[config.mk]
export PLATFORM = sky130hd
export DESIGN_NAME = d_pipe_skid_flat
export DESIGN_NICKNAME = d
export VERILOG_FILES = /design/src/rtl/d_pipe_skid_if.sv /design/src/rtl/d_pipe_skid.sv /design/src/flat_wrapper.sv
export SDC_FILE = /design/constraint.sdc
export NUM_CORES = 1
export LEC_CHECK = 0
export ABC_AREA = 0
export CAP_MARGIN = 0
export CORE_MARGIN = 2
export CORE_UTILIZATION = 45
export DETAILED_ROUTE_END_ITERATION = 16
export DONT_BUFFER_PORTS = 1
export PLACE_DENSITY = 0.73
export SETUP_SLACK_MARGIN = 0.1
export SLEW_MARGIN = 10
export SYNTH_ARGS = -nofsm -noshare
export SYNTH_HDL_FRONTEND = slang
export SYNTH_SLANG_ARGS = --single-unit
[constraint.sdc]
create_clock -name clk -period 1.72 [get_ports clk]
set_input_delay 0.344 -clock clk [delete_from_list [all_inputs] [get_ports clk]]
set_output_delay 0.344 -clock clk [all_outputs]
set_load 0.01 [all_outputs]
[src/rtl/d_pipe_skid_if.sv]
// d_pipe_skid_if: valid/ready/data handshake bundle for one end of the pipeline
interface d_pipe_skid_if #(parameter int WIDTH = 8);
  logic valid;
  logic ready;
  logic [WIDTH-1:0] data;
  modport master (output valid, data, input ready);
  modport slave (input valid, data, output ready);
endinterface

[src/rtl/d_pipe_skid.sv]
// d_pipe_skid: DEPTH-stage valid/ready pipeline of two-entry skid slices
module d_pipe_skid #(
  parameter int WIDTH = 8,
  parameter int DEPTH = 3,
  parameter logic [WIDTH-1:0] RESET_VAL = '0,
  localparam int CW = $clog2(2*DEPTH+1)
) (
  input  logic clk,
  input  logic rst_n,
  input  logic flush,
  d_pipe_skid_if.slave up,
  d_pipe_skid_if.master dn,
  output logic [CW-1:0] count
);
  typedef enum logic [1:0] {EMPTY, BUSY, FULL} st_t;
  logic [DEPTH:0] vld, rdy;
  logic [WIDTH-1:0] dat [DEPTH+1];
  assign vld[0] = up.valid & !flush;
  assign up.ready = rdy[0] & !flush;
  assign dat[0] = up.data;
  assign rdy[DEPTH] = dn.ready;
  assign dn.valid = vld[DEPTH];
  assign dn.data = dat[DEPTH];
  for (genvar k = 0; k < DEPTH; k++) begin : g_stage
    st_t st_q, st_d;
    logic [WIDTH-1:0] main_q, skid_q;
    logic acc, go, ld_main, ld_skid;
    assign acc = vld[k] & rdy[k];
    assign go = rdy[k+1];
    assign rdy[k] = st_q != FULL;
    assign vld[k+1] = (st_q != EMPTY) & ((k < DEPTH-1) | !flush);
    assign dat[k+1] = main_q;
    // next state and register load enables of this slice
    always_comb begin
      st_d = st_q == EMPTY ? (acc ? BUSY : EMPTY) :
             st_q == BUSY  ? (acc & !go ? FULL : !acc & go ? EMPTY : BUSY) :
             (go ? BUSY : FULL);
      ld_main = st_q == FULL ? go : acc & (st_q == EMPTY | go);
      ld_skid = (st_q == BUSY) & acc & !go;
    end
    // slice state and data registers; flush empties the slice but keeps data
    always_ff @(posedge clk) begin
      if (!rst_n) begin
        st_q <= EMPTY;
        main_q <= RESET_VAL;
        skid_q <= RESET_VAL;
      end else if (flush) begin
        st_q <= EMPTY;
      end else begin
        st_q <= st_d;
        if (ld_main) main_q <= st_q == FULL ? skid_q : dat[k];
        if (ld_skid) skid_q <= dat[k];
      end
    end
  end
  // occupancy tracks end-to-end transfers
  always_ff @(posedge clk) begin
    if (!rst_n || flush) count <= '0;
    else count <= count + CW'(up.valid & up.ready) - CW'(dn.valid & dn.ready);
  end
endmodule

[src/flat_wrapper.sv]
// flat-port wrapper written by rule: the top's interface ports become plain ports
module d_pipe_skid_flat 
#(
  parameter int WIDTH = 8,
  parameter int DEPTH = 3,
  parameter logic [WIDTH-1:0] RESET_VAL = '0,
  localparam int CW = $clog2(2*DEPTH+1)
)
  (clk, rst_n, flush, count, up_valid, up_data, up_ready, dn_valid, dn_data, dn_ready);
  d_pipe_skid_if #(.WIDTH(WIDTH)) up_i ();
  d_pipe_skid_if #(.WIDTH(WIDTH)) dn_i ();
  input  logic clk;
  input  logic rst_n;
  input  logic flush;
  output logic [CW-1:0] count;
  input wire logic [$bits(up_i.valid)-1:0] up_valid;
  input wire logic [$bits(up_i.data)-1:0] up_data;
  output wire logic [$bits(up_i.ready)-1:0] up_ready;
  output wire logic [$bits(dn_i.valid)-1:0] dn_valid;
  output wire logic [$bits(dn_i.data)-1:0] dn_data;
  input wire logic [$bits(dn_i.ready)-1:0] dn_ready;
  assign up_i.valid = up_valid;
  assign up_i.data = up_data;
  assign up_ready = up_i.ready;
  assign dn_valid = dn_i.valid;
  assign dn_data = dn_i.data;
  assign dn_i.ready = dn_ready;
  d_pipe_skid #(.WIDTH(WIDTH), .DEPTH(DEPTH), .RESET_VAL(RESET_VAL)) u_core (.clk(clk), .rst_n(rst_n), .flush(flush), .up(up_i), .dn(dn_i), .count(count));
endmodule
==> impl_results.md, run 1 <==
- Logic gate share of total power: 4.2%
- Worst R2R Start: u_core.g_stage[2].st_q[0]$_SDFF_PP0_
- Max Slew Vio Count: 0
- Final instance area: ~0.003 mm2
- Failing checks: setup timing
- DR vias: 1,894
- CTS H-Tree Depth: 3
- Worst slack, placed: -0.170 ns
- I/O Pins: 26
- Number of port buffers: 0
- Pleak: 1.60 nW
- Max-cap violations: 0
- Antenna violations before repair: 0
- Final cycle utilization of the critical path: 107%
- Dpl hpwl: 3270 um
- Area grow syn2layout: 14.6%
- Post-synth cell types: 34
- Skew-Pair Late Insertion Delay: about 0.33 ns
- RSZ-0062 raised after global routing: yes
- FF-to-FF path depth: 10
- R2R Path End: u_core.count[2]$_SDFF_PP0_
- Residual DRC count: 0
- Clk network pwr share: 43.3%
- Worst-path clk slew: 0.06 ns
- Congestion Overflow GR: 0
- Sequential area share after synthesis: ~43%
- Startpoint types: flip-flop
- Syn Std Cell Area: 0.00266 mm2
- Worst EP arrival: 2.05 ns
- Final min period: 1.84 ns
- Largest net degree at the start of global routing: slightly above 50
- Post-CTS setup buffer count: 0
- Net switching power: 0.573 mW
- Final Non-Filler Cells: 356
- Syn avg cell area: 9.96 um2
- Die Area: 0.00654 mm2
- GPL Wtd Cong: 0.793
- Hold WS: 0.154 ns
- Final wirelength: just under 5000 um
- Placed insts: 341
- CP endpoint kind: flip-flop
- Reg-to-reg setup timing slack: -0.12 ns
- Nets: roughly 300
- Max Buffers Root-to-Sink: 2
- CTS Buf Count: 9
- Setup Viol. Count Final: 1
- Switching Share: 22.0%
- Design Power: 2.60 mW
- Post-Syn Nets: between 200 and 300
- Core footprint: 0.00561 mm2
- Worst-Margin Slew: 0.379 ns
- Num Clock Sinks: 57
- Internal power: 2.03 mW
- Hold depth: 1
- Hold buffers post-CTS: 0
- Power per cell area: roughly 850 mW/mm2
- Skew final: 0.00407 ns
- Worst hold start: rst_n
- Share of cells above drive strength 1: between 10% and 20%
- Warnings from Yosys: 0
- Yosys reg bits: between 50 and 60
- Placement-stage cell area: roughly 0.0028 mm2
- Final Hold Viols: 0
- Number of global-route vias before repair: about 1,900
- Classification of the worst setup path: flip-flop to flip-flop
- PnR worst setup slack: -0.118 ns
- Crit path max fanout: 2
- First-pass DRT Iterations: 4
- WL per Instance: 13.7 um
- Initial core utilization: 47.4%
- Hold endpoint: u_core.g_stage[0].main_q[3]$_SDFFE_PN0P_
- First-pass GRT wire length: ~8500 um
- Fmax: 0.544 GHz
- Hold Path Class: input port to flip-flop
- Worst rel slew slack: 74.6%
- Via/cell ratio: 5.32
- Gate Count Post-Synth: around 270
- Die Ht: 80.9 um
- DRT antenna net count: 0
- CTS root buf: clkbuf_8
- CP Data Required Time: 1.93 ns
- DRC marker count from the first detailed-route iteration: 69
- GRT Util Overall: between 15 and 20%
- Diode count: 0
- Peak VDD IR: ~330 uV
- Seq pwr share: 52.4%
- TritonCTS clock tree: yes
- Die width: 80.9 um
- Site Rows: 27
- Outcome: finished, violations left
==> placed cells by master (no fill, tap or decap), drive strengths merged, types with 5 or more instances in the layout <==
| cell | Yosys | layout |
|---|---|---|
| o211a | 25 | 25 |
| nand2 | 28 | 28 |
| dfxtp | 57 | 57 |
| ha | 5 | 5 |
| mux2i | 41 | 41 |
| nor2 | 18 | 18 |
| clkbuf | 5 | 12 |
| inv | 7 | 7 |
| buf | 9 | 16 |
| nor2b | 28 | 28 |
| o21ai | 10 | 10 |
| nand3 | 8 | 8 |
==> cell type report <==
cell class | instances | area [um2]
Sequential cell | 57 | 1150
Timing Repair Buffer | 16 | 149
Clock inverter | 3 | 15.0
Fill cell | 515 | 2560
Multi-Input combinational cell | 189 | 1450
Tap cell | 72 | 90.1
Clock buffer | 12 | 165
Inverter | 7 | 28.8
==> worst max-delay path by stage <==
stage / to / depth (start not counted) / start / slack, ns
5_1_grt: u_core.count[2]$_SDFF_PP0_ / 10 / u_core.g_stage[2].st_q[0]$_SDFF_PP0_ / -0.24
2_1_floorplan: u_core.count[2]$_SDFF_PP0_ / 10 / dn_ready / -0.06
3_3_place_gp: u_core.count[2]$_SDFF_PP0_ / 10 / dn_ready / -0.09
3_5_place_dp: u_core.count[2]$_SDFF_PP0_ / 10 / dn_ready / -0.17
4_1_cts: u_core.count[2]$_SDFF_PP0_ / 10 / u_core.g_stage[2].st_q[0]$_SDFF_PP0_ / -0.12
6_report: u_core.count[2]$_SDFF_PP0_ / 10 / u_core.g_stage[2].st_q[0]$_SDFF_PP0_ / -0.12
==> state kept, by name, summed over array words and instances, names as in the netlist <==
name                   cells
u_core.count               3
u_core.dn.data             8
u_core.g_stage.main_q     16
u_core.g_stage.skid_q     24
u_core.g_stage.st_q        6
==> worst max-delay path, stage by stage, from the launching register on <==
cell	delay (ns)
dfxtp_2	0.33
nor2_4	0.11
nor3_2	0.05
ha_1	0.29
inv_1	0.06
ha_2	0.16
inv_2	0.03
fa_2	0.33
xor2_1	0.16
xnor2_1	0.13
nor2_1	0.06
==> per-layer routing <==
| layer | global-route usage (%) | up-vias | wire length [um] |
|---|---|---|---|
| li1 | - | 955 | - |
| met1 | 19.6 | 913 | 2170 |
| met2 | 29.0 | 20 | 2480 |
| met3 | 5.67 | 6 | 178 |
| met4 | 7.29 | 0 | 55 |
| met5 | 0 | - | 0 |
==> power groups by stage <==
stage	clock (mW)	sequential [mW]	combinational (mW)
finish	1.13	1.36	0.109
CTS	1.15	1.36	0.109
detailed placement	0	1.39	0.108
global route	1.21	1.37	0.124
global placement	0	1.39	0.105
floorplan	0	1.39	0.0969
==> metrics by stage <==
step / TNS (ns) / util [%]
after floorplan: -0.0568 / -
after CTS: -0.116 / 53.7
after global placement: -0.0853 / 50.4
after global routing: -0.335 / 54.4
final: -0.118 / 54.4
after detailed placement: -0.196 / 50.4
==> cell families after synthesis <==
family	count (synthesis)	share of synthesized area, %
mux	41	15.4
buf+inv	21	4.28
simple gates	96	19.2
xor+xnor	2	0.659
compound gates	44	14.4
fa+ha+maj	6	3.11
flops	57	42.9
==> synthesized netlist by cell type <==
cell type | instances | area share (%)
and3_1 | 2 | 0.47
a32o_1 | 1 | 0.38
clkbuf_1 | 5 | 0.71
o21ai_0 | 10 | 1.9
buf_6 | 3 | 1.3
nand4_2 | 2 | 0.94
o21bai_1 | 1 | 0.28
a221oi_4 | 1 | 0.99
nand3_1 | 6 | 1.1
buf_2 | 4 | 0.75
or2_1 | 2 | 0.47
xnor2_1 | 1 | 0.33
nor3_1 | 1 | 0.19
nor3_2 | 1 | 0.38
nor2b_1 | 27 | 6.4
fa_1 | 1 | 0.75
a21oi_1 | 3 | 0.56
nand2_1 | 28 | 4.0
nand2b_1 | 3 | 0.71
inv_1 | 5 | 0.71
nand3b_1 | 2 | 0.56
a22oi_1 | 1 | 0.28
ha_1 | 5 | 2.4
buf_4 | 2 | 0.56
dfxtp_1 | 57 | 43
nor2_1 | 18 | 2.5
nor2b_4 | 1 | 0.52
xor2_1 | 1 | 0.33
nand3_2 | 2 | 0.75
inv_2 | 2 | 0.28
a211oi_1 | 2 | 0.56
o211a_1 | 25 | 9.4
nor3b_1 | 1 | 0.28
mux2i_1 | 41 | 15
==> repair_timing <==
item	4_1_cts	5_1_grt
pin swaps	2	1
setup endpoints to repair	11	25
endpoints found under the hold margin	0	0
gates resized for setup	2	13
Note: power is estimated with default switching activity, not from simulation.
==> run 2: changes to the inputs <==
ABC_AREA = 1   (was 0)
TNS_END_PERCENT = 5   (was not set)
==> impl_results.md, run 2 <==
- Via/cell ratio: 4.62 (was 5.32)
- Final cycle utilization of the critical path: 104% (was 107%)
- Setup Viol. Count Final: 2 (was 1)
- Gate Count Post-Synth: 437 (was 267)
- Largest net degree at the start of global routing: 50 (was 51)
- Reg-to-reg setup timing slack: -0.07 ns (was -0.12 ns)
- Worst R2R Start: u_core.g_stage[2].st_q[0]$_SDFF_PP0_ (unchanged)
- Post-Syn Nets: 456 (was 286)
- Post-CTS setup buffer count: 0 (unchanged)
- Warnings from Yosys: 0 (unchanged)
- Site Rows: 29 (was 27)
- Crit path max fanout: 2 (unchanged)
- Die Ht: 83.8 um (was 80.9 um)
- Final wirelength: 5410 um (was 4890 um)
- Max-cap violations: 0 (unchanged)
- Initial core utilization: 46.0% (was 47.4%)
- Skew final: 0.00855 ns (was 0.00407 ns)
- Classification of the worst setup path: flip-flop to flip-flop (unchanged)
- GRT Util Overall: 16.6% (was 17.1%)
- Startpoint types: flip-flop (unchanged)
- Synth area leaders: dfxtp_1 (40%), nand2_1 (17%), nor2_1 (14%), inv_1 (6.1%), nand3_1 (3.7%) (was dfxtp_1 (43%), mux2i_1 (15%), o211a_1 (9.4%), nor2b_1 (6.4%), nand2_1 (4.0%))
- Die Area: 0.00703 mm2 (was 0.00654 mm2)
- Most frequent cells in the layout: nand2_1 (126), nor2_1 (108), dfxtp_1 (54) (was dfxtp_1 (53), mux2i_1 (41), nand2_1 (28))
- Post-synth top cells: nand2_1 (127), nor2_1 (108), dfxtp_1 (57), inv_1 (47), nand3_1 (21) (was dfxtp_1 (57), mux2i_1 (41), nand2_1 (28), nor2b_1 (27), o211a_1 (25))
- Most common cell in the netlist: nand2_1 (was dfxtp_1)
- Largest register by flop count: u_core.g_stage.skid_q (unchanged)
- Filler cells: 639 (was 515)
- First-pass GRT wire length: 9630 um (was 8510 um)
- WL per Instance: 10.2 um (was 13.7 um)
- CP Data Required Time: 1.94 ns (was 1.93 ns)
- Pleak: 1.53 nW (was 1.60 nW)
- CP endpoint kind: flip-flop (unchanged)
- Total negative slack: -0.113 ns (was -0.118 ns)
- Congestion Overflow GR: 0 (unchanged)
- Num Clock Sinks: 57 (unchanged)
- Ys flop type: dfxtp_1 (unchanged)
- Nets: 466 (was 299)
- R2R Path End: u_core.count[1]$_SDFF_PP0_ (was u_core.count[2]$_SDFF_PP0_)
- Syn avg cell area: 6.57 um2 (was 9.96 um2)
- Hold endpoint: u_core.dn.data[4]$_SDFFE_PN0P_ (was u_core.g_stage[0].main_q[3]$_SDFFE_PN0P_)
- DRC marker count from the first detailed-route iteration: 125 (was 69)
- Share of cells above drive strength 1: 13.1% (was 19.0%)
- Worst rel slew slack: 74.7% (was 74.6%)
- GPL Wtd Cong: 0.839 (was 0.793)
- Synth area leader: dfxtp_1 (unchanged)
- Number of global-route vias before repair: 2,297 (was 1,887)
- Final Hold Viols: 0 (unchanged)
- CTS Buf Count: 9 (unchanged)
- First-pass DRT Iterations: 4 (unchanged)
- Peak VDD IR: 610 uV (was 331 uV)
- Synth top area share: 39.8% (was 42.9%)
- Area grow syn2layout: 11.7% (was 14.6%)
- Worst hold start: rst_n (unchanged)
- Yosys reg bits: 57 (unchanged)
- Power per cell area: 892 mW/mm2 (was 853 mW/mm2)
- PnR worst setup slack: -0.0741 ns (was -0.118 ns)
- Post-synth ARST share: 0% (unchanged)
- CTS H-Tree Depth: 3 (unchanged)
- Post-synth EDFFs: 0 (unchanged)
- DRT antenna net count: 0 (unchanged)
- Number of port buffers: 0 (unchanged)
- Max FFs per register: 24 (unchanged)
- Failing checks: setup timing (unchanged)
- RSZ-0062 raised after global routing: yes (unchanged)
- Post-synth cell types: 30 (was 34)
- Residual DRC count: 0 (unchanged)
- Dpl hpwl: 3700 um (was 3270 um)
- Core footprint: 0.00624 mm2 (was 0.00561 mm2)
- TritonCTS clock tree: yes (unchanged)
- Worst-Margin Slew: 0.379 ns (about the same)
- Max Buffers Root-to-Sink: 2 (unchanged)
- DR vias: 2,443 (was 1,894)
- Final min period: 1.79 ns (was 1.84 ns)
- Hold WS: 0.137 ns (was 0.154 ns)
- Most common cell after layout, fill and taps aside: nand2_1 (was dfxtp_1)
- Skew-Pair Late Insertion Delay: 0.33 ns (about the same)
- FF-to-FF path depth: 10 (unchanged)
- Die width: 83.8 um (was 80.9 um)
- Placement-stage cell area: 0.00297 mm2 (was 0.00283 mm2)
- Syn Std Cell Area: 0.00287 mm2 (was 0.00266 mm2)
- Fmax: 0.557 GHz (was 0.544 GHz)
- I/O Pins: 26 (unchanged)
- Final instance area: 0.00321 mm2 (was 0.00305 mm2)
- Worst-path clk slew: 0.07 ns (was 0.06 ns)
- Antenna violations before repair: 0 (unchanged)
- Worst EP arrival: 2.01 ns (was 2.05 ns)
- Outcome: finished, violations left (unchanged)
- Hold Path Class: input port to flip-flop (unchanged)
- Sequential area share after synthesis: 39.8% (was 42.9%)
- Hold depth: 2 (was 1)
- CTS root buf: clkbuf_8 (unchanged)
- Diode count: 0 (unchanged)
- Max Slew Vio Count: 0 (unchanged)
[run 2: changes by cell type in the layout (fill, tap and decap cells not counted), moves of 3 or more]
cell	before	now
nor2_4	1	7
nor2b_1	26	0
nand2_1	28	126
inv_2	2	6
nand3_1	6	21
mux2i_1	41	0
nand2_2	0	4
inv_1	4	44
o21ai_1	1	8
nor2_1	15	108
o21ai_0	9	17
a21oi_1	3	0
o211a_1	25	0
[run 2: logic make-up (layout without fill, tap and decap cells)]
logic type / Yosys count / in the layout / share of synthesized area [%]
adders and majority gates: 6 / 6 / 2.88
xor gates and xnor gates: 1 / 1 / 0.305
and+or+nand+nor: 277 / 277 / 41.0
AOI/OAI and AO/OA: 30 / 30 / 5.49
buffers and inverters: 66 / 81 / 10.6
DFF: 57 / 57 / 39.8
[run 2: worst max-delay path by stage]
stage,slack [ns],depth (start not counted),end,start
floorplan,-0.02,12,u_core.count[2]$_SDFF_PP0_,u_core.g_stage[2].st_q[1]$_SDFF_PP0_
global placement,-0.03,12,u_core.count[2]$_SDFF_PP0_,u_core.g_stage[2].st_q[0]$_SDFF_PP0_
detailed placement,-0.12,12,u_core.count[2]$_SDFF_PP0_,u_core.g_stage[2].st_q[0]$_SDFF_PP0_
CTS,-0.07,10,u_core.count[1]$_SDFF_PP0_,u_core.g_stage[2].st_q[0]$_SDFF_PP0_
global route,-0.14,10,u_core.count[1]$_SDFF_PP0_,u_core.g_stage[2].st_q[0]$_SDFF_PP0_
finish,-0.07,10,u_core.count[1]$_SDFF_PP0_,u_core.g_stage[2].st_q[0]$_SDFF_PP0_
[run 2: final cells by class]
type | count | area, um2 | area share [%]
clock buffers | 12 | 166 | 5.19
repair buffers | 14 | 109 | 3.40
well taps | 77 | 96.3 | 3.01
inverters | 51 | 194 | 6.05
clock inverters | 4 | 48.8 | 1.52
multi-input cells | 314 | 1440 | 45.0
flip-flops and latches | 57 | 1150 | 35.8
[run 2: what timing repair did]
action | CTS | global route
pin swaps | 2 | 2
hold buffers | 0 | 0
setup endpoints to repair | 2 | 12
resized for setup | 1 | 5
[run 2: routing by layer]
metal,wire length [um],track usage [%],up-vias,share of wire (%)
li1,-,-,1344,-
met1,2670,19.5,1058,49
met2,2550,28.4,37,47
met3,152,5.93,4,2.8
met4,36,5.28,0,0.67
met5,0,0,-,0
[run 2: critical path: stages (launching register included)]
cell and delay (ns):
dfxtp_4 0.35, inv_2 0.04, nand2_2 0.07, inv_2 0.04, nor3_2 0.12, ha_1 0.26, inv_1 0.07, ha_1 0.14
inv_1 0.05, fa_2 0.51, nor2_1 0.04
[run 2: through the flow]
| stage | cells | power [mW] | setup WS (ns) | utilization, % |
|---|---|---|---|---|
| after floorplan | 437 | 1.55 | -0.0222 | - |
| after CTS | 529 | 2.90 | -0.0724 | 51.1 |
| after global placement | 513 | 1.56 | -0.0253 | 47.7 |
| after global routing | 529 | 2.98 | -0.141 | 51.4 |
| after detailed placement | 513 | 1.56 | -0.116 | 47.7 |
| final | 529 | 2.86 | -0.0741 | 51.4 |
[run 2: power by group]
part	internal [mW]	switching [mW]
Combinational	0.0632	0.114
Sequential	1.35	0.0125
Clock	0.794	0.529
==> run 3: changes to the inputs <==
CORE_ASPECT_RATIO = 1.5   (was not set)
==> impl_results.md, run 3 (synthesis results as in run 2) <==
- Share of cells above drive strength 1: 12.9% (was 13.1%)
- Classification of the worst setup path: flip-flop to flip-flop (unchanged)
- Nets: 466 (unchanged)
- Site Rows: 35 (was 29)
- Max Buffers Root-to-Sink: 2 (unchanged)
- CTS H-Tree Depth: 3 (unchanged)
- Initial core utilization: 46.5% (was 46.0%)
- Hold WS: 0.123 ns (was 0.137 ns)
- Largest net degree at the start of global routing: 50 (unchanged)
- Worst rel slew slack: 78.8% (was 74.7%)
- GPL Wtd Cong: 0.731 (was 0.839)
- Die Ht: 102 um (was 83.8 um)
- Met2 wire len: 2470 um (was 2550 um)
- Diode count: 0 (unchanged)
- WL per Instance: 9.75 um (was 10.2 um)
- Die Area: 0.00704 mm2 (was 0.00703 mm2)
- DR vias: 2,435 (was 2,443)
- Placed insts: 510 (was 513)
- CTS root buf: clkbuf_8 (unchanged)
- TritonCTS clock tree: yes (unchanged)
- Reg-to-reg setup timing slack: -0.006 ns (was -0.07 ns)
- Outcome: finished, violations left (unchanged)
- Dpl hpwl: 3470 um (was 3700 um)
- Number of port buffers: 0 (unchanged)
- Area of the multi-input gates: 0.00144 mm2 (about the same)
- FF-to-FF path depth: 10 (unchanged)
- Worst-Margin Slew: 0.317 ns (was 0.379 ns)
- Hold Path Class: input port to flip-flop (unchanged)
- Peak VDD IR: 516 uV (was 610 uV)
- CTS Buf Count: 9 (unchanged)
- Crit. Startpoint: u_core.g_stage[2].st_q[1]$_SDFF_PP0_ (was u_core.g_stage[2].st_q[0]$_SDFF_PP0_)
- Max-cap violations: 0 (unchanged)
- Final min period: 1.73 ns (was 1.79 ns)
- Residual DRC count: 0 (unchanged)
- Congestion Overflow GR: 0 (unchanged)
- Largest register by flop count: u_core.g_stage.skid_q (unchanged)
- Final cycle utilization of the critical path: 100% (was 104%)
- Power per cell area: 842 mW/mm2 (was 892 mW/mm2)
- Total negative slack: -0.00563 ns (was -0.113 ns)
- Hold depth: 2 (unchanged)
- Top Metal Used: met4 (unchanged)
- Most common cell after layout, fill and taps aside: nand2_1 (unchanged)
- RSZ-0062 raised after global routing: yes (unchanged)
- Via/cell ratio: 4.65 (was 4.62)
- DRT antenna net count: 0 (unchanged)
- Post-CTS setup buffer count: 0 (unchanged)
- Most frequent cells in the layout: nand2_1 (126), nor2_1 (107), dfxtp_1 (54) (was nand2_1 (126), nor2_1 (108), dfxtp_1 (54))
- First-pass GRT wire length: 9160 um (was 9630 um)
- Num Clock Sinks: 57 (unchanged)
- Worst-path clk slew: 0.06 ns (was 0.07 ns)
- Area grow syn2layout: 10.1% (was 11.7%)
- Setup Viol. Count Final: 1 (was 2)
- Worst hold start: rst_n (unchanged)
- Fmax: 0.579 GHz (was 0.557 GHz)
- PnR worst setup slack: -0.00563 ns (was -0.0741 ns)
- Worst EP arrival: 1.95 ns (was 2.01 ns)
- Skew-Pair Late Insertion Delay: 0.33 ns (about the same)
- CP Data Required Time: 1.94 ns (about the same)
- Hold endpoint: u_core.dn.data[4]$_SDFFE_PN0P_ (unchanged)
- I/O Pins: 26 (unchanged)
- Failing checks: setup timing (unchanged)
- Pleak: 1.51 nW (was 1.53 nW)
- First-pass DRT Iterations: 6 (was 4)
- Design Power: 2.66 mW (was 2.86 mW)
- Core footprint: 0.00617 mm2 (was 0.00624 mm2)
- R2R Path End: u_core.count[1]$_SDFF_PP0_ (unchanged)
- CP endpoint kind: flip-flop (unchanged)
- Final Non-Filler Cells: 524 (was 529)
- Filler cells: 639 (unchanged)
- Crit path max fanout: 2 (unchanged)
- Wire length on met3: 177 um (was 152 um)
- Hold buffers post-CTS: 0 (unchanged)
- Sequential cell area: 0.00115 mm2 (unchanged)
- Worst R2R Start: u_core.g_stage[2].st_q[1]$_SDFF_PP0_ (was u_core.g_stage[2].st_q[0]$_SDFF_PP0_)
- Max Slew Vio Count: 0 (unchanged)
- Max FFs per register: 24 (unchanged)
- GRT Util Overall: 15.8% (was 16.6%)
- Number of global-route vias before repair: 2,230 (was 2,297)
- Final Hold Viols: 0 (unchanged)
- WL met1: 2350 um (was 2670 um)
- Startpoint types: flip-flop (unchanged)
- Skew final: 0.00502 ns (was 0.00855 ns)
- DRC marker count from the first detailed-route iteration: 111 (was 125)
- Die width: 69.2 um (was 83.8 um)
- Final wirelength: 5110 um (was 5410 um)
- Antenna violations before repair: 0 (unchanged)
- Worst slack, placed: -0.0647 ns (was -0.116 ns)
run 3: changes by cell type in the layout (fill, tap and decap cells not counted), sizes merged:
cell    delta
clkbuf     -1
bufinv     -1
run 3: per-stage QoR:
step	util, %	area (um2)
global placement	48.1	2970
floorplan	-	2880
finish	51.1	3160
global route	51.1	3160
detailed placement	48.1	2970
CTS	51.0	3150
run 3: worst max path at each step:
stage | cells past startpoint | to | slack, ns
2_1_floorplan | 12 | u_core.count[2]$_SDFF_PP0_ | -0.02
3_3_place_gp | 12 | u_core.count[2]$_SDFF_PP0_ | -0.0009
4_1_cts | 10 | u_core.count[1]$_SDFF_PP0_ | -0.02
5_1_grt | 12 | u_core.count[2]$_SDFF_PP0_ | -0.12
3_5_place_dp | 12 | u_core.count[2]$_SDFF_PP0_ | -0.06
6_report | 10 | u_core.count[1]$_SDFF_PP0_ | -0.006
run 3: final cells by class:
cell class	count	area share (%)
clock buffers	11	5.15
flip-flops and latches	57	36.3
well taps	74	2.93
inverters	51	6.14
repair buffers	14	3.33
clock inverters	3	0.475
multi-input cells	314	45.6
run 3: power breakdown:
| part | leakage, nW | switching, mW | internal, mW |
|---|---|---|---|
| combinational | 0.953 | 0.111 | 0.0646 |
| clock | 0.0960 | 0.499 | 0.625 |
| sequential | 0.463 | 0.0120 | 1.35 |
| total | 1.51 | 0.622 | 2.04 |
run 3: layer usage:
layer / global-route usage (%) / vias to the layer above
met5: 0 / -
met4: 9.05 / 0
met3: 3.28 / 11
met2: 28.6 / 49
met1: 17.1 / 1039
li1: - / 1336
run 3: repair_timing:
item,in CTS,in global routing
resized for setup,1,3
setup endpoints to repair,2,5
endpoints found under the hold margin,0,0
gates cloned,0,0
pin swaps,2,1
run 3: worst max-delay path: stages, from the launching register on:
cell and delay [ns]:
dfxtp_2 0.34, inv_2 0.04, nand2_2 0.06, inv_2 0.04, nor3_2 0.09, ha_1 0.24
inv_1 0.06, ha_1 0.13, inv_1 0.05, fa_2 0.51, nor2_1 0.04
